$ cat src/rtl/pb_event_pkg.sv
// Shared definitions for the push-button gesture classifier and its consumers.
// Holds the classifier state encoding and the event bundle handed to the control FSM.
package pb_event_pkg;

  localparam int STATE_W = 3;

  localparam logic [STATE_W-1:0] ST_IDLE   = 3'd0;
  localparam logic [STATE_W-1:0] ST_PRESS1 = 3'd1;
  localparam logic [STATE_W-1:0] ST_GAP    = 3'd2;
  localparam logic [STATE_W-1:0] ST_PRESS2 = 3'd3;
  localparam logic [STATE_W-1:0] ST_HOLD   = 3'd4;

  typedef enum logic [STATE_W-1:0] {
    IDLE   = ST_IDLE,
    PRESS1 = ST_PRESS1,
    GAP    = ST_GAP,
    PRESS2 = ST_PRESS2,
    HOLD   = ST_HOLD
  } pb_fsm_state_t;

  // One-cycle command pulses; at most one bit is set in any cycle.
  typedef struct packed {
    logic click;
    logic double_click;
    logic long_press;
    logic repeat_pulse;
  } pb_event_t;

endpackage

$ cat src/rtl/event_timer.sv
// Shared gesture timer: up-counter with synchronous clear and enable, flagging
// when the count equals a threshold chosen by the FSM each cycle.
module event_timer #(
  parameter int CNT_WIDTH = 27
) (
  input  logic                 clk,
  input  logic                 rst,
  input  logic                 clear,
  input  logic                 enable,
  input  logic [CNT_WIDTH-1:0] threshold,
  output logic                 hit
);

  logic [CNT_WIDTH-1:0] cnt_reg;

  // Clear takes priority so a state change always restarts timing from zero.
  always_ff @(posedge clk) begin
    if (rst || clear) begin
      cnt_reg <= '0;
    end else if (enable) begin
      cnt_reg <= cnt_reg + 1'b1;
    end
  end

  assign hit = (cnt_reg == threshold);

endmodule

$ cat src/rtl/pb_event_classifier.sv
// Turns the debounced button event stream into click / double-click / long-press
// and auto-repeat command pulses for the calculator control FSM.
module pb_event_classifier
  import pb_event_pkg::*;
#(
  parameter int CNT_WIDTH     = 27,
  parameter int LONG_CYCLES   = 50_000_000,
  parameter int GAP_CYCLES    = 25_000_000,
  parameter int REPEAT_CYCLES = 10_000_000
) (
  input  logic clk,
  input  logic rst,
  input  logic pb_state,
  input  logic pb_posedge,
  input  logic pb_negedge,
  output logic click,
  output logic double_click,
  output logic long_press,
  output logic repeat_pulse,
  output logic busy
);

  localparam logic [CNT_WIDTH-1:0] LONG_TC   = CNT_WIDTH'(LONG_CYCLES - 1);
  localparam logic [CNT_WIDTH-1:0] GAP_TC    = CNT_WIDTH'(GAP_CYCLES - 1);
  localparam logic [CNT_WIDTH-1:0] REPEAT_TC = CNT_WIDTH'(REPEAT_CYCLES - 1);

  pb_fsm_state_t        state_reg, state_next;
  pb_event_t            evt_reg, evt_next;
  logic                 busy_reg;
  logic                 tmr_clear, tmr_en, tmr_hit, tmr_restart;
  logic [CNT_WIDTH-1:0] tmr_threshold;
  logic                 press, release_ev;

  // A simultaneous press and release counts only as a release; a low level while
  // pressed recovers a release whose negedge was lost.
  assign press      = pb_posedge & ~pb_negedge;
  assign release_ev = pb_negedge | ~pb_state;

  always_comb begin
    tmr_threshold = '0;
    case (state_reg)
      PRESS1:  tmr_threshold = LONG_TC;
      GAP:     tmr_threshold = GAP_TC;
      HOLD:    tmr_threshold = REPEAT_TC;
      default: tmr_threshold = '0;
    endcase
  end

  event_timer #(
    .CNT_WIDTH (CNT_WIDTH)
  ) u_timer (
    .clk       (clk),
    .rst       (rst),
    .clear     (tmr_clear),
    .enable    (tmr_en),
    .threshold (tmr_threshold),
    .hit       (tmr_hit)
  );

  // Release/press checks come before the timer hit so they win on a shared edge.
  always_comb begin
    state_next  = state_reg;
    evt_next    = '0;
    tmr_en      = 1'b0;
    tmr_restart = 1'b0;
    case (state_reg)
      IDLE: begin
        if (press) state_next = PRESS1;
      end
      PRESS1: begin
        tmr_en = 1'b1;
        if (release_ev) begin
          state_next = GAP;
        end else if (tmr_hit) begin
          state_next          = HOLD;
          evt_next.long_press = 1'b1;
        end
      end
      GAP: begin
        tmr_en = 1'b1;
        if (press) begin
          state_next = PRESS2;
        end else if (tmr_hit) begin
          state_next     = IDLE;
          evt_next.click = 1'b1;
        end
      end
      PRESS2: begin
        if (release_ev) begin
          state_next            = IDLE;
          evt_next.double_click = 1'b1;
        end
      end
      HOLD: begin
        tmr_en = 1'b1;
        if (release_ev) begin
          state_next = IDLE;
        end else if (tmr_hit) begin
          evt_next.repeat_pulse = 1'b1;
          tmr_restart           = 1'b1;
        end
      end
      default: state_next = IDLE;
    endcase
    tmr_clear = tmr_restart | (state_next != state_reg);
  end

  always_ff @(posedge clk) begin
    if (rst) begin
      state_reg <= IDLE;
      evt_reg   <= '0;
      busy_reg  <= 1'b0;
    end else begin
      state_reg <= state_next;
      evt_reg   <= evt_next;
      busy_reg  <= (state_next != IDLE);
    end
  end

  assign click        = evt_reg.click;
  assign double_click = evt_reg.double_click;
  assign long_press   = evt_reg.long_press;
  assign repeat_pulse = evt_reg.repeat_pulse;
  assign busy         = busy_reg;

endmodule

$ cat config.mk
export PLATFORM = sky130hd
export DESIGN_NAME = pb_event_classifier
export DESIGN_NICKNAME = d
export VERILOG_FILES = /design/src/rtl/pb_event_pkg.sv /design/src/rtl/event_timer.sv /design/src/rtl/pb_event_classifier.sv
export SDC_FILE = /design/constraint.sdc
export NUM_CORES = 1
export LEC_CHECK = 0
export CAP_MARGIN = 20
export CORE_ASPECT_RATIO = 1.5
export CORE_MARGIN = 3
export CORE_UTILIZATION = 50
export CTS_CLUSTER_SIZE = 14
export DETAILED_ROUTE_END_ITERATION = 8
export HOLD_SLACK_MARGIN = 0.12
export PLACE_DENSITY_LB_ADDON = 0.2
export RECOVER_POWER = 50
export SETUP_SLACK_MARGIN = 0.02
export SYNTH_ARGS = -nofsm -noshare
export SYNTH_HDL_FRONTEND = slang
export SYNTH_HIERARCHICAL = 1
export SYNTH_SLANG_ARGS = --single-unit
$ cat constraint.sdc
create_clock -name clk -period 6.2 [get_ports clk]
set_input_delay 1.24 -clock clk [delete_from_list [all_inputs] [get_ports clk]]
set_output_delay 1.24 -clock clk [all_outputs]
set_load 0.03 [all_outputs]
; Word-level counts from Yosys, hierarchy flattened
; Cells that the tools add are included.
[word_totals]
out_inout_bits = 5
regBits = 35
[op_classes]
eq_ne = 6
addsub = 1
mux = 13
n_bitwise = 8
reduce_logical = 8
[ops]
columns = cell, n
row1 = case mux 26 bit (3 select lines), 1
row2 = adder 27 x 1 -> 27 bit (second input constant), 1
row3 = == test 27 x 26 -> 1 bit, 1
row4 = two-way mux 3 bit, 6
row5 = case mux 3 bit (4 select lines), 1
row6 = == test 3 x 2 -> 1 bit (second input constant), 2
row7 = OR reduction 2 bit, 3
row8 = OR reduction 3 bit, 2
row9 = two-way mux 1 bit, 5
row10 = inverter 1 bit, 5
row11 = == test 3 x 1 -> 1 bit (second input constant), 1
row12 = == test 3 bit (second input constant), 1
row13 = zero test 3 bit, 1
row14 = != test 3 bit, 1
row15 = nonzero test 3 bit, 1
row16 = OR 1 bit, 2
row17 = bitwise AND 1 bit, 1
row18 = logical OR 1 bit, 1

; Longest topological paths before layout
; Gate-level depths: netlist (run 1).
[logic_depth]
ltp_word = 9
depth_mapped = 15
depth_no_buf = 13

; Hierarchy
; Netlist (run 1), hierarchy kept.
[by_module_without_submodules]
columns = module, area_each_um2, cells_each, instances
row1 = event_timer, 1550.2, 175, 1
row2 = pb_event_classifier, 437.9, 51, 1

; Least setup slack after synthesis (run 1)
; No wires, ideal clock.
[synth_path]
path_type = register to register
from = register state_reg[0]
to = register u_timer.cnt_reg[0]
t_arrival_ps = 3998
path_stages_with_launch = 16
path_buffers = 3
setup_slack_ps = 2075
synth_period_minus_slack_ps = 4125
path_cell_list = dfxtp_1 -> buf_2 -> inv_2 -> or3_1 -> o21ai_1 -> xor2_1 -> nor4_1 -> nand4_1 -> nor4_1 -> nand2b_1 -> a31oi_1 -> o22a_1 -> or2_2 -> clkbuf_1 -> clkbuf_1 -> nor2_1
[synth_via]
word_cells_on_any_way = 23
cone_classes = eq/ne: 6 / mux: 12 / bitwise: 1 / reduce/logical: 4
[synth_rtl]
columns = element, line_no
row1 = "start, declared", pb_event_classifier.sv:27  ; pb_fsm_state_t state_reg, state_next;
row2 = "start signal, assigned", pb_event_classifier.sv:114  ; state_reg <= state_next;
row3 = "== test 3 bit, or another cell as far along", pb_event_classifier.sv:66  ; case (state_reg)
row4 = OR reduction 3 bit (no line) *, --
row5 = two-way mux 1 bit *, pb_event_classifier.sv:66
row6 = named net tmr_en, pb_event_classifier.sv:30  ; logic tmr_clear, tmr_en, tmr_hit, tmr_restart;
row7 = "end signal, assigned", event_timer.sv:21  ; cnt_reg <= cnt_reg + 1'b1;
row8 = "end, declared", event_timer.sv:14  ; logic [CNT_WIDTH-1:0] cnt_reg;
; The timed path passes the listed nets; every way through them passes the cells marked *.
; A chain may end at the register's enable or synchronous reset.

; Worst setup path after layout (run 1)
[layout_path]
from = register state_reg[0]
to = register u_timer.cnt_reg[19]
; Same word-level chain as after synthesis.

==> results.toml, run 1 <==
[floorplanning]
row_count = 27
start_util_pct = 53.0
num_io_pins = 10
die_w_um = 57.5
floorplan.core_area_um2 = 3750
die-area_um2 = 4780
dieHeight_um = 83.2

[sta]
post-route-period-util_pct = 66.7
setup_tns_ns = 0
rsz0062_at_grt = "no"
setup_viol = 0
period_needed_ns = 4.14
tightest_slew_ns = 0.629
fmax_ghz = 0.242
holdWs_ns = 0.491
hold_viol = 0
slew_headroom_pct = 58.0
clock_skew_ns = 0.00300
drv_slew = 0

[clock_network]
clkSlewWorstSetupHoldPaths_ns = 0.07
cts_max_level = 2
clockRootBuffer = "clkbuf_8"
ctsLongestPathBuffers = 2
numCtsBuffers = 5
cts_resized = 0
clkSinkCount = 35
clk_latency_ns = 0.29
postCtsSetupRepairBufs = 0
cts_tree = "built"
cts_hold_buf = 0

[synthesis]
synth_top_area_share_pct = 35.2
synth_area_leaders = "dfxtp_1, xor2_1, xnor2_1, nor2_1, a21oi_1"
syn_avg_cell_area_um2 = 8.80
yosysSeqAreaShare_pct = 35.2
synth_top_area_cell = "dfxtp_1"
synthesis.instances = 226
netlist_area_um2 = 1990
synth-edff-count = 0
ys_warn_count = 6
synthFlopType = "dfxtp_1"
async_flop_share_pct = 0
synth_common_cells = "dfxtp_1, xor2_1, nor2_1"
synth.most_common_cell = "dfxtp_1"
ys_ff_latch = 35
synth_cell_types = 45

[critical_path]
arrival_ns = 4.37
crit_fanout = 27
reg2reg_setup_slack_ns = 2.06
ff2ff_path_depth = 15
critPathMaxStageDelay_ns = 0.56
crit_slowest_cell = "or4_1"
r2r_end = "u_timer/cnt_reg[19]$_SDFFE_PP0P_"
crit_buf_inv = 3
r2r-start = "state_reg[0]$_SDFF_PP0_"
critical_path.top_delay_family = "simple AND/OR/NAND/NOR gates"
cp_cell_sequence = "inv_1 -> or3_1 -> o21ai_0 -> clkbuf_1 -> xor2_1 -> nor4_1 -> nand4_1 -> nor4_1 -> clkbuf_1 -> a211oi_1 -> a31oi_1 -> o22a_1 -> or2_2 -> or4_1 -> nand2_1"
cp.required_ns = 6.44
cp-end-kind = "flop"
startpoint_type = "flop"
criticalPathCategory = "flop to flop"

[power]
p_per_area_nw_per_um2 = 207
ir_drop_mv = 0.169
leakagePower_nw = 0.827
total_power_mw = 0.448

[finish]
largest_register_ffs = 27
diodes = 0
drive_gt1_share_pct = 7.56
nets = 243
fillers = 348
area_growth_pct = 9.00

[route]
vias_per_cell = 5.94
routed-wl-met2_um = 2180
met1Wirelength_um = 1800
dr.first_iter.drc_count = 79
wl_per_cell_um = 14.9
drcViolationCount = 0
highest_layer = "met4"
wl_um = 4200
wl_met3_um = 117
first_pass_iters = 4
antenna_left = 0
vias = 1668

[placement]
post-dp-hpwl_um = 3120
port_buffers = 9
place.gp.congestion = 0.864

[hold_path]
min_from = "u_timer/cnt_reg[26]$_SDFFE_PP0P_"
hold_class = "flop to flop"
hold_path_depth = 2
holdPathEnd = "u_timer/cnt_reg[26]$_SDFFE_PP0P_"

[grt]
grt.total_usage_pct = 20.0
grt_overflow = 0
antenna_found_initial = 0
grt_pass1_vias = 1621
grt_max_degree = 28
grt_pass1_wl_um = 7400

[outcome]
status = "completed"

[job]
max_cap_viol_count = 0
## power by group
part           switching (mW)  total [mW]  internal [mW]
sequential            0.00245       0.229          0.226
combinational          0.0223      0.0387         0.0164
clock                  0.0787       0.180          0.101
## logic make-up (layout without fill, tap and decap cells)
| group | Yosys count | after routing | synth area share, % |
|---|---|---|---|
| and+or+nand+nor | 97 | 97 | 29.8 |
| xor gates and xnor gates | 40 | 40 | 17.6 |
| AOI/OAI and AO/OA | 36 | 36 | 11.6 |
| DFF | 35 | 35 | 35.2 |
| buffers and inverters | 15 | 25 | 4.40 |
| adders and majority gates | 1 | 1 | 0.629 |
| other | 1 | 3 | 0.189 |
| muxes | 1 | 1 | 0.503 |
## routing by layer
layer  up-vias  GRT usage [%]
met5         -              0
met2        27           34.8
met4         0           10.8
met1       807           21.4
met3         6           4.82
li1        828              -
## worst register-to-register path, cell delays in order (launching register included)
cell and delay, ns:
dfxtp_1 0.48, inv_1 0.14, or3_1 0.46, o21ai_0 0.21
clkbuf_1 0.54, xor2_1 0.20, nor4_1 0.06, nand4_1 0.09
nor4_1 0.05, clkbuf_1 0.16, a211oi_1 0.26, a31oi_1 0.06
o22a_1 0.22, or2_2 0.50, or4_1 0.57, nand2_1 0.07
## metrics by stage
stage	worst slack [ns]	cell area, um^2	utilization (%)	std cells
final	2.06	2170	57.8	281
after global routing	1.62	2170	57.8	281
after CTS	1.64	2170	58.0	279
after detailed placement	1.65	2070	55.3	271
after global placement	1.69	2070	55.3	271
after floorplan	2.07	2000	-	228
## cells in the final DEF (no fill, tap or decap), drive strengths merged, types with 3 or more instances in the layout
master and count:
conb 3, nor4 6, o21ai 8, nor3 4, nor2 17, inv 6, and3 4, xor2 25
o31ai 6, or4 8, dlygate4sd3 6, clkbuf 10, clkdlybuf4s50 3, a21oi 12, and4 5, nand2b 5
nand4 8, dfxtp 35, nand3 13, xnor2 15, or3 7, nand2 15
## area by class of cell
class                   count  area [um^2]  area share, %
multi-input cells         178         1190           55.0
flip-flops and latches     35          701           32.3
clock buffers               8          100           4.62
inverters                   6         22.5           1.04
well taps                  43         53.8           2.48
repair buffers             11         97.6           4.50
## worst max-delay path by stage
stage                                        from                                to  slack (ns)  cells past startpoint
after floorplan           state_reg[0]$_SDFF_PP0_   u_timer/cnt_reg[0]$_SDFFE_PP0P_        2.07                     15
after global placement    state_reg[0]$_SDFF_PP0_  u_timer/cnt_reg[19]$_SDFFE_PP0P_        1.69                     13
after detailed placement  state_reg[0]$_SDFF_PP0_  u_timer/cnt_reg[19]$_SDFFE_PP0P_        1.65                     13
after CTS                 state_reg[0]$_SDFF_PP0_  u_timer/cnt_reg[19]$_SDFFE_PP0P_        1.64                     13
after global routing      state_reg[0]$_SDFF_PP0_  u_timer/cnt_reg[13]$_SDFFE_PP0P_        1.62                     15
final                     state_reg[0]$_SDFF_PP0_  u_timer/cnt_reg[19]$_SDFFE_PP0P_        2.06                     15
No activity file was read; power rests on OpenSTA's default activity.
==> run 2: changes to the inputs <==
Clock period 6.2 ns to 3.3 ns, I/O delays scaled along.
==> results.toml, run 2 (synthesized netlist as in run 1, its figures left out) <==
[floorplanning]
row_count = 27
die-area_um2 = 4780
num_io_pins = 10
floorplan.core_area_um2 = 3750
start_util_pct = 53.0
die_w_um = 57.5
dieHeight_um = 83.2

[critical_path]
criticalPathCategory = "flop to flop"
ff2ff_path_depth = 14
reg2reg_setup_slack_ns = 0.25
arrival_ns = 3.28
r2r-start = "state_reg[0]$_SDFF_PP0_"
cp-end-kind = "flop"
crit_slowest_cell = "or4_1"
startpoint_type = "flop"
cp_cell_sequence = "inv_2 -> or3_4 -> o21ai_1 -> buf_4 -> xnor2_1 -> nand3_1 -> nor4_4 -> buf_4 -> nand2b_1 -> a31oi_1 -> o22a_1 -> or2_2 -> or4_1 -> nand2_1"
r2r_end = "u_timer/cnt_reg[19]$_SDFFE_PP0P_"
cp.required_ns = 3.53
crit_fanout = 5
cp_common_cell = "buf_4"
critPathMaxStageDelay_ns = 0.50

[clock_network]
cts_tree = "built"
clkSinkCount = 35
clk_latency_ns = 0.29
clkSlewWorstSetupHoldPaths_ns = 0.06
cts_hold_buf = 0
cts_max_level = 2
ctsLongestPathBuffers = 2
clockRootBuffer = "clkbuf_8"
numCtsBuffers = 5

[power]
pwr-share-comb_pct = 10.9
power_frac_seq_pct = 49.9
netSwitchingFraction_pct = 23.6
leakagePower_nw = 0.887
clkPwrFrac_pct = 39.2
ir_drop_mv = 0.271
switching_power_mw = 0.203
internal-power_mw = 0.657
p_per_area_nw_per_um2 = 377

[route]
vias_per_cell = 5.84
antenna_left = 0
vias = 1693
wl_um = 4550
first_pass_iters = 4
routed-wl-met2_um = 2360
met1Wirelength_um = 1880
dr.first_iter.drc_count = 91
highest_layer = "met4"
wl_per_cell_um = 15.7
drcViolationCount = 0
wl_met3_um = 129

[sta]
post-route-period-util_pct = 92.5
setup_viol = 0
fmax_ghz = 0.328
drv_slew = 0
clock_skew_ns = 0.00515
setup_tns_ns = 0
holdWs_ns = 0.495
period_needed_ns = 3.05
hold_viol = 0
rsz0062_at_grt = "no"

[grt]
grt_pass1_wl_um = 7670
antenna_found_initial = 0
grt_overflow = 0
grt_pass1_vias = 1621
grt_max_degree = 17
grt.total_usage_pct = 20.6

[placement]
port_buffers = 9
place.gp.congestion = 0.938
post-dp-hpwl_um = 3460

[finish]
area_growth_pct = 14.5
diodes = 0
final_cell_mix = "dfxtp_1, xor2_1, nor2_1"
final_common_cell = "dfxtp_1"
largest_register_ffs = 27
drive_gt1_share_pct = 14.2
nets = 252

[hold_path]
min_from = "u_timer/cnt_reg[26]$_SDFFE_PP0P_"
holdPathEnd = "u_timer/cnt_reg[26]$_SDFFE_PP0P_"
hold_class = "flop to flop"
hold_path_depth = 2

[outcome]
status = "completed"

[job]
max_cap_viol_count = 0
[run 2: worst max-delay path, delay by kind of cell, from the launching register on]
family / cells / cell delay, ns
flops: 1 / 0.35
simple gates: 7 / 1.72
buf+inv: 3 / 0.39
compound gates: 3 / 0.49
xor+xnor: 1 / 0.06
[run 2: worst max path at each step]
stage                                                   to  slack [ns]                    start
final                     u_timer/cnt_reg[19]$_SDFFE_PP0P_        0.25  state_reg[0]$_SDFF_PP0_
after global routing       u_timer/cnt_reg[4]$_SDFFE_PP0P_        0.04  state_reg[2]$_SDFF_PP0_
after CTS                 u_timer/cnt_reg[10]$_SDFFE_PP0P_        0.12  state_reg[0]$_SDFF_PP0_
after global placement     u_timer/cnt_reg[7]$_SDFFE_PP0P_        0.20  state_reg[0]$_SDFF_PP0_
after floorplan            u_timer/cnt_reg[0]$_SDFFE_PP0P_        0.07  state_reg[0]$_SDFF_PP0_
after detailed placement  u_timer/cnt_reg[10]$_SDFFE_PP0P_        0.16  state_reg[0]$_SDFF_PP0_
[run 2: per-stage QoR]
stage | setup WS, ns | instances | util [%] | cell area (um^2) | power [mW]
floorplan | 0.0719 | 228 | - | 2020 | 0.501
global placement | 0.197 | 280 | 57.8 | 2170 | 0.528
detailed placement | 0.160 | 280 | 57.8 | 2170 | 0.528
CTS | 0.121 | 288 | 60.5 | 2270 | 0.869
global route | 0.0356 | 290 | 60.7 | 2280 | 0.896
finish | 0.248 | 290 | 60.7 | 2280 | 0.859
[run 2: power by group through the flow]
| stage | clock network, mW | logic (mW) | registers (mW) |
|---|---|---|---|
| 2_1_floorplan | 0 | 0.0622 | 0.439 |
| 3_3_place_gp | 0 | 0.0895 | 0.438 |
| 3_5_place_dp | 0 | 0.0896 | 0.438 |
| 4_1_cts | 0.349 | 0.0907 | 0.429 |
| 5_1_grt | 0.366 | 0.102 | 0.429 |
| 6_report | 0.337 | 0.0936 | 0.429 |
[run 2: repair_timing]
item | CTS | global route
resized for setup | 0 | 4
setup buffers | 0 | 2
endpoints found under the setup margin | 0 | 25
[run 2: cell type report]
class / instances / area (um^2)
sequential: 35 / 702
fill: 354 / 1470
inverter: 6 / 22.5
timing repair buffer: 20 / 170
tap: 43 / 53.8
clock buffer: 8 / 100
multi-input combinational: 178 / 1230
[run 2: per-layer routing]
| metal | vias up | GRT usage (%) |
|---|---|---|
| li1 | 849 | - |
| met1 | 799 | 23.0 |
| met2 | 31 | 35.6 |
| met3 | 14 | 3.42 |
| met4 | 0 | 11.4 |
| met5 | - | 0 |
==> run 3: changes to the inputs <==
Settings changed: CORE_ASPECT_RATIO 1.5 to 1.2, SLEW_MARGIN set to 10, TNS_END_PERCENT set to 30.
==> results.toml, run 3 (synthesized netlist as in run 1, its figures left out) <==
[route]
antenna_left = 0
dr.first_iter.drc_count = 118
drcViolationCount = 0
vias = 1680
wl_per_cell_um = 14.3
first_pass_iters = 4
wl_um = 4240
vias_per_cell = 5.68

[clock_network]
clkSlewWorstSetupHoldPaths_ns = 0.07
clockRootBuffer = "clkbuf_8"
cts_hold_buf = 0
cts_max_level = 2
cts_tree = "built"
ctsLongestPathBuffers = 2
clkSinkCount = 35
numCtsBuffers = 5
postCtsSetupRepairBufs = 0
clk_latency_ns = 0.29

[sta]
setup_tns_ns = 0
clock_skew_ns = 0.00554
setup_viol = 0
drv_slew = 0
period_needed_ns = 3.01
post-route-period-util_pct = 91.3
fmax_ghz = 0.332
hold_viol = 0
rsz0062_at_grt = "no"

[floorplanning]
die-area_um2 = 4770
floorplan.core_area_um2 = 3720
dieHeight_um = 75.1
row_count = 24
die_w_um = 63.6
num_io_pins = 10
start_util_pct = 53.4

[critical_path]
crit_buf_inv = 3
criticalPathCategory = "flop to flop"
arrival_ns = 3.21
critical_path.top_delay_family = "simple AND/OR/NAND/NOR gates"
startpoint_type = "flop"
cp-end-kind = "flop"
critPathMaxStageDelay_ns = 0.44
cp_cell_sequence = "inv_2 -> or3_4 -> o21ai_4 -> buf_4 -> xnor2_1 -> nand4_1 -> nor4_4 -> clkbuf_1 -> nand3b_4 -> a211o_1 -> and2_4 -> a311oi_2"
crit_fanout = 10
cp.required_ns = 3.50
crit_slowest_cell = "or3_4"

[finish]
final_common_cell = "dfxtp_1"
final_area_um2 = 2310
nets = 249
fin_cells = 296
final_cell_mix = "dfxtp_1, xor2_1, nor2_1"
largest_register_ffs = 27
diodes = 0
area_growth_pct = 16.2
drive_gt1_share_pct = 13.1

[placement]
place.gp.congestion = 0.862
dpl_cell_area_um2 = 2170
post-dp-hpwl_um = 3180
port_buffers = 9
placedCellCount = 288

[grt]
grt.total_usage_pct = 20.2
grt_overflow = 0
antenna_found_initial = 0
grt_max_degree = 18
grt_pass1_vias = 1559
grt_pass1_wl_um = 7500

[power]
p_per_area_nw_per_um2 = 420
leakagePower_nw = 0.917
ir_drop_mv = 0.250

[hold_path]
hold_class = "flop to flop"

[job]
max_cap_viol_count = 0

[outcome]
status = "completed"
[run 3: final timing paths]
check / from / to / slack (ns) / depth (start not counted)
worst max-delay path: state_reg[0]$_SDFF_PP0_ / busy$_SDFF_PP0_ / 0.29 / 12
worst max register to register: state_reg[0]$_SDFF_PP0_ / busy$_SDFF_PP0_ / 0.29 / 12
worst min register to register: u_timer/cnt_reg[26]$_SDFFE_PP0P_ / u_timer/cnt_reg[26]$_SDFFE_PP0P_ / 0.50 / 2
worst min-delay path: u_timer/cnt_reg[26]$_SDFFE_PP0P_ / u_timer/cnt_reg[26]$_SDFFE_PP0P_ / 0.50 / 2
[run 3: where the power goes]
group / internal, mW / total (mW) / switching [mW]
Sequential: 0.425 / 0.428 / 0.00299
Clock: 0.302 / 0.452 / 0.150
Combinational: 0.0383 / 0.0893 / 0.0510
[run 3: metal layers]
metal	wire length [um]	vias to the layer above	track usage [%]
li1	-	839	-
met1	1860	791	24.2
met2	2090	40	34.9
met3	188	10	4.48
met4	99	0	9.35
met5	0	-	0
[run 3: worst reg2reg max path, cell delays in order, from the launching register on]
cell and delay (ns):
dfxtp_1 0.34, inv_2 0.06, or3_4 0.44, o21ai_4 0.13
buf_4 0.24, xnor2_1 0.14, nand4_1 0.16, nor4_4 0.39
clkbuf_1 0.23, nand3b_4 0.09, a211o_1 0.34, and2_4 0.17
a311oi_2 0.21
[run 3: area by class of cell]
class	instances	area, um^2
clock buffers	6	72.6
fillers	350	1410
well taps	52	65.1
clock inverters	2	60.1
inverters	6	22.5
repair buffers	17	144
multi-input cells	178	1240
flip-flops and latches	35	701
[run 3: what timing repair did]
action                                  CTS  global route
endpoints found under the setup margin    0             3
gates resized for setup                   0             3
endpoints found under the hold margin     0             0
[run 3: per-stage QoR]
stage	total power [mW]	hold WS, ns	utilization (%)	setup slack [ns]
CTS	0.978	0.494	61.9	0.203
finish	0.970	0.505	62.0	0.286
global route	1.01	0.515	62.0	0.0608
floorplan	0.501	0.464	-	0.0719
global placement	0.526	0.484	58.3	0.284
detailed placement	0.526	0.483	58.3	0.215
